`src/rtl/div_unit.sv`:
```
// div_unit: multi-cycle RV32M divide/remainder unit (restoring radix-2,
// one quotient bit per cycle). Holds busy until the result is presented
// with a one-cycle ready pulse.
module div_unit #(
    parameter int XLEN = 32
) (
    input  logic            clk,
    input  logic            rst,
    input  logic            start,
    input  logic            flush,
    input  logic [1:0]      op,
    input  logic [XLEN-1:0] rdata1,
    input  logic [XLEN-1:0] rdata2,
    output logic            busy,
    output logic            ready,
    output logic [XLEN-1:0] result
);

    localparam int CW = $clog2(XLEN) + 1;
    localparam logic [CW-1:0]   LAST_STEP = CW'(XLEN - 1);
    localparam logic [XLEN-1:0] MIN_VAL   = {1'b1, {(XLEN-1){1'b0}}};

    typedef enum logic [1:0] {
        S_IDLE,
        S_CALC,
        S_DONE
    } state_t;

    state_t          state;
    logic [1:0]      op_r;
    logic            neg_q;
    logic            neg_r;
    logic [XLEN-1:0] dvd;
    logic [XLEN-1:0] dvs;
    logic [XLEN-1:0] rem;
    logic [XLEN-1:0] quo;
    logic [CW-1:0]   cnt;

    logic            is_signed;
    logic            sign1;
    logic            sign2;
    logic [XLEN-1:0] abs1;
    logic [XLEN-1:0] abs2;
    logic            div_zero;
    logic            overflow;

    logic [XLEN:0]   rem_sh;
    logic [XLEN:0]   diff;
    logic            ge;
    logic [XLEN-1:0] rem_nx;
    logic [XLEN-1:0] quo_nx;
    logic [XLEN-1:0] final_val;
    logic            final_neg;
    logic [XLEN-1:0] final_res;

    // Operand preparation: magnitudes, sign flags and special-case detection
    always_comb begin
        is_signed = ~op[0];
        sign1     = is_signed & rdata1[XLEN-1];
        sign2     = is_signed & rdata2[XLEN-1];
        abs1      = sign1 ? ('0 - rdata1) : rdata1;
        abs2      = sign2 ? ('0 - rdata2) : rdata2;
        div_zero  = (rdata2 == '0);
        overflow  = is_signed && (rdata1 == MIN_VAL) && (rdata2 == '1);
    end

    // One restoring step; the partial remainder keeps the bit shifted out of
    // its MSB so the compare against the divisor is done on XLEN+1 bits
    always_comb begin
        rem_sh    = {rem, dvd[XLEN-1]};
        diff      = rem_sh - {1'b0, dvs};
        ge        = ~diff[XLEN];
        rem_nx    = ge ? diff[XLEN-1:0] : rem_sh[XLEN-1:0];
        quo_nx    = {quo[XLEN-2:0], ge};
        final_val = op_r[1] ? rem_nx : quo_nx;
        final_neg = ~op_r[0] & (op_r[1] ? neg_r : neg_q);
        final_res = final_neg ? ('0 - final_val) : final_val;
    end

    // Control FSM and datapath registers; flush/reset override everything
    always_ff @(posedge clk) begin
        if (rst) begin
            state  <= S_IDLE;
            op_r   <= '0;
            neg_q  <= 1'b0;
            neg_r  <= 1'b0;
            dvd    <= '0;
            dvs    <= '0;
            rem    <= '0;
            quo    <= '0;
            cnt    <= '0;
            busy   <= 1'b0;
            ready  <= 1'b0;
            result <= '0;
        end else if (flush) begin
            state <= S_IDLE;
            busy  <= 1'b0;
            ready <= 1'b0;
        end else begin
            case (state)
                S_IDLE: begin
                    ready <= 1'b0;
                    if (start) begin
                        op_r <= op;
                        busy <= 1'b1;
                        if (div_zero) begin
                            result <= op[1] ? rdata1 : '1;
                            ready  <= 1'b1;
                            state  <= S_DONE;
                        end else if (overflow) begin
                            result <= op[1] ? '0 : MIN_VAL;
                            ready  <= 1'b1;
                            state  <= S_DONE;
                        end else begin
                            dvd   <= abs1;
                            dvs   <= abs2;
                            rem   <= '0;
                            quo   <= '0;
                            cnt   <= '0;
                            neg_q <= sign1 ^ sign2;
                            neg_r <= sign1;
                            state <= S_CALC;
                        end
                    end
                end
                S_CALC: begin
                    dvd <= {dvd[XLEN-2:0], 1'b0};
                    rem <= rem_nx;
                    quo <= quo_nx;
                    cnt <= cnt + CW'(1);
                    if (cnt == LAST_STEP) begin
                        result <= final_res;
                        ready  <= 1'b1;
                        state  <= S_DONE;
                    end
                end
                S_DONE: begin
                    ready <= 1'b0;
                    busy  <= 1'b0;
                    state <= S_IDLE;
                end
                default: begin
                    state <= S_IDLE;
                    busy  <= 1'b0;
                    ready <= 1'b0;
                end
            endcase
        end
    end

endmodule

```
`config.mk`:
```
export PLATFORM = sky130hd
export DESIGN_NAME = div_unit
export DESIGN_NICKNAME = d
export VERILOG_FILES = /design/src/rtl/div_unit.sv
export SDC_FILE = /design/constraint.sdc
export NUM_CORES = 1
export LEC_CHECK = 0
export ABC_AREA = 0
export BUFFER_PORTS_ARGS = -buffer_cell sky130_fd_sc_hd__buf_2
export CAP_MARGIN = 20
export CORE_MARGIN = 2
export CORE_UTILIZATION = 30
export DETAILED_ROUTE_END_ITERATION = 12
export PLACE_DENSITY_LB_ADDON = 0.1
export SYNTH_ARGS = -nofsm -noshare
export SYNTH_HDL_FRONTEND = slang
export SYNTH_SLANG_ARGS = --single-unit
```
`constraint.sdc`:
```
create_clock -name clk -period 13.82 [get_ports clk]
set_input_delay 1.382 -clock clk [delete_from_list [all_inputs] [get_ports clk]]
set_output_delay 1.382 -clock clk [all_outputs]
set_load 0.02 [all_outputs]
```
==> flow_summary.ini <==
[synth]
synth_cells = 1694
synth_area_leaders = dfxtp_1 (28%), nand2_1 (6.4%), a21oi_1 (6.3%)
synth_edf_count = 0
synth_top_area_share_pct = 28.16
synth_most_common_cell = nand2_1
yosysTopAreaCell = dfxtp_1
synthArstFlopShare_pct = 0
avgSynthCellArea_um2 = 7.259
ys_types = 82
synthTopCellsByCount = nand2_1 (211), nor2_1 (202), dfxtp_1 (173)
seq_area_frac_synth_pct = 28.16
synth_top_flop_cell = dfxtp_1
synthesis.area_um2 = 12300
ys_warn_count = 0
ys_ff_latch = 173
syn_nets = 1802

[placement]
place_congestion = 0.8863
port_buffers = 103
post-dp-hpwl_mm = 34.40

[timing]
fin_crit_ps = 5990
timing.slew.headroom_pct = 28.46
slew_viol_final = 0
rsz0062_at_grt = false
tightest_slew_ps = 1069
finalSetupViolCount = 0
clock_skew_ps = 15.22
period_share_pct = 43.34
fmax_mhz = 167.0
finalHoldViolCount = 0
fin_setup_tns_ps = 0

[cells_and_area]
finalNetCount = 1824
n_antenna_cell = 0
num-fill-cells = 4388
drive_above_1_share_pct = 11.28
syn_to_final_growth_pct = 12.42
regArea_um2 = 3465
multiInputGateArea_um2 = 8215

[floorplan]
die_w_um = 206.5
dieArea_um2 = 42630
die_y_um = 206.5
rows = 74
start_util_pct = 30.25
core_um2 = 40650
io_pins = 104

[setup_path]
rr_endpoint = result[30]
worstPathCellList = ha_1, inv_1, fa_1, a211oi_1, o211ai_1, nand3_1, a21oi_1, o21a_1, nor2_2, mux2i_1, nor2_1, a21oi_1, ha_1, o21ai_0, a211o_1, or4b_1, nor4_4, a2111oi_0, a211oi_1, a211oi_1
crit_buf_inv = 1
cp-endpoint = result[30]
cpMostUsedCell = a211oi_1
start_kind = flop
cp_max_fo = 15
timing.rr.start = dvs[0]
cp.depth = 20
critPathSlowestCell = or4b_1
rrSetupSlack_ps = 7830
worstPathRequired_ps = 14130
worstSetupPathType = flop to flop
cp.arrival_ps = 6300
critPathTopFamily = compound AO/OA/AOI/OAI gates
r2r_cells = 20
startpoint = dvs[0]
critical-path-max-stage-delay_ps = 660
endpoint_kind = flop

[hold_path]
min_path_cells = 2
hold_path.class = flop to flop

[routing]
drt_iter0_drc = 827
dr.pass1.iters = 5
antenna_left = 0
vias = 12560
drc = 0
avgRoutedWirePerCell_um = 20.48
via_per_inst = 5.556
wirelength_mm = 46.29

[clock_tree]
clk_pin_slew_ps = 80
cts_tree = built
cts_setup_buffers = 0
cts_buffers = 17
cts-resized-gates = 0
root_buffer = clkbuf_16
clk_latency_ps = 460
clock_path_buffers = 2
clkSinkCount = 173
cts.hold.buffers_added = 0
ctsHtreeMaxLevel = 4

[grt]
grt_usage_pct = 21.73
grt_max_degree = 86
grt-ovfl-total = 0
grt_pass1_wl_mm = 70.87
grt_pass1_vias = 11900
antenna_found_initial = 0

[power_and_ir_drop]
leakage_nw = 5.008
peakVddDrop_mv = 0.09665
powerDensity_nw_per_um2 = 95.71
power_mw = 1.323

[flow_run]
drv_cap = 0

[run_status]
status = complete, no violations
==> final cells by class <==
type	instances	share of cell area [%]
inverters	50	1.358
multi-input cells	1354	59.43
clock buffers	18	3.177
flip-flops and latches	173	25.06
repair buffers	120	4.670
clock inverters	14	1.493
well taps	532	4.815
==> worst register-to-register path: stages, from the launching register on <==
cell,delay (ps)
dfxtp_1,440
ha_1,220
inv_1,60
fa_1,420
a211oi_1,270
o211ai_1,190
nand3_1,180
a21oi_1,200
o21a_1,430
nor2_2,650
mux2i_1,310
nor2_1,60
a21oi_1,190
ha_1,190
o21ai_0,110
a211o_1,290
or4b_1,660
nor4_4,460
a2111oi_0,170
a211oi_1,250
a211oi_1,100
==> routing by layer <==
layer	routed length (um)	vias up	global-route usage (%)
met5	0	-	0
met4	863	0	6.480
met3	1528	43	2.586
met2	21610	283	35.46
met1	22290	6033	29.85
li1	-	6202	-
==> flip-flops by register name, summed over array words and instances (netlist names), 2 cells and up <==
| signal | flops |
|---|---|
| dvd | 32 |
| result | 32 |
| quo | 31 |
| cnt | 6 |
| state | 2 |
| rem | 32 |
| dvs | 32 |
| op_r | 2 |
==> logic make-up after synthesis <==
| kind of cell | count (synthesis) | share of synthesized area, % |
|---|---|---|
| buffers and inverters | 167 | 5.281 |
| and+or+nand+nor | 660 | 24.77 |
| DFF | 173 | 28.16 |
| AOI/OAI and AO/OA | 518 | 27.51 |
| adders and majority gates | 38 | 3.928 |
| xor gates and xnor gates | 102 | 7.265 |
| muxes | 36 | 3.083 |
==> how the worst min path moves through the flow <==
stage,from,to
after global routing,quo[30],quo[30]
after floorplan,quo[30],quo[30]
final,quo[30],quo[30]
after CTS,dvd[22],dvd[22]
after detailed placement,dvd[22],dvd[22]
after global placement,quo[30],quo[30]
==> power by group <==
group          leakage [nW]  switching [mW]  total, mW  internal (mW)
clock network         0.317           0.235      0.546          0.312
registers              1.40         0.00880      0.521          0.512
logic                  3.29           0.172      0.256         0.0841
total                  5.01           0.416       1.32          0.908
==> stage by stage <==
step	instance area (um2)	instances	utilization, %	setup WS [ps]	hold WS [ps]
2_1_floorplan	12300	1694	-	8557	431.2
3_3_place_gp	13180	2229	32.42	7996	440.8
3_5_place_dp	13180	2229	32.42	7902	448.2
4_1_cts	13820	2261	34.01	7879	458.2
5_1_grt	13820	2261	34.01	7232	479.0
6_report	13820	2261	34.01	7830	455.1
==> cells in the final DEF (no fill, tap or decap), types with 45 or more instances in the layout <==
cell type / instances
nand2_1: 210
nor2_1: 201
dfxtp_1: 172
a21oi_1: 156
buf_2: 102
o21ai_0: 96
nand3_1: 56
xnor2_1: 51
xor2_1: 51
inv_1: 50
nor3_1: 48
a211oi_1: 45
Note: power is estimated with default switching activity, not from simulation.
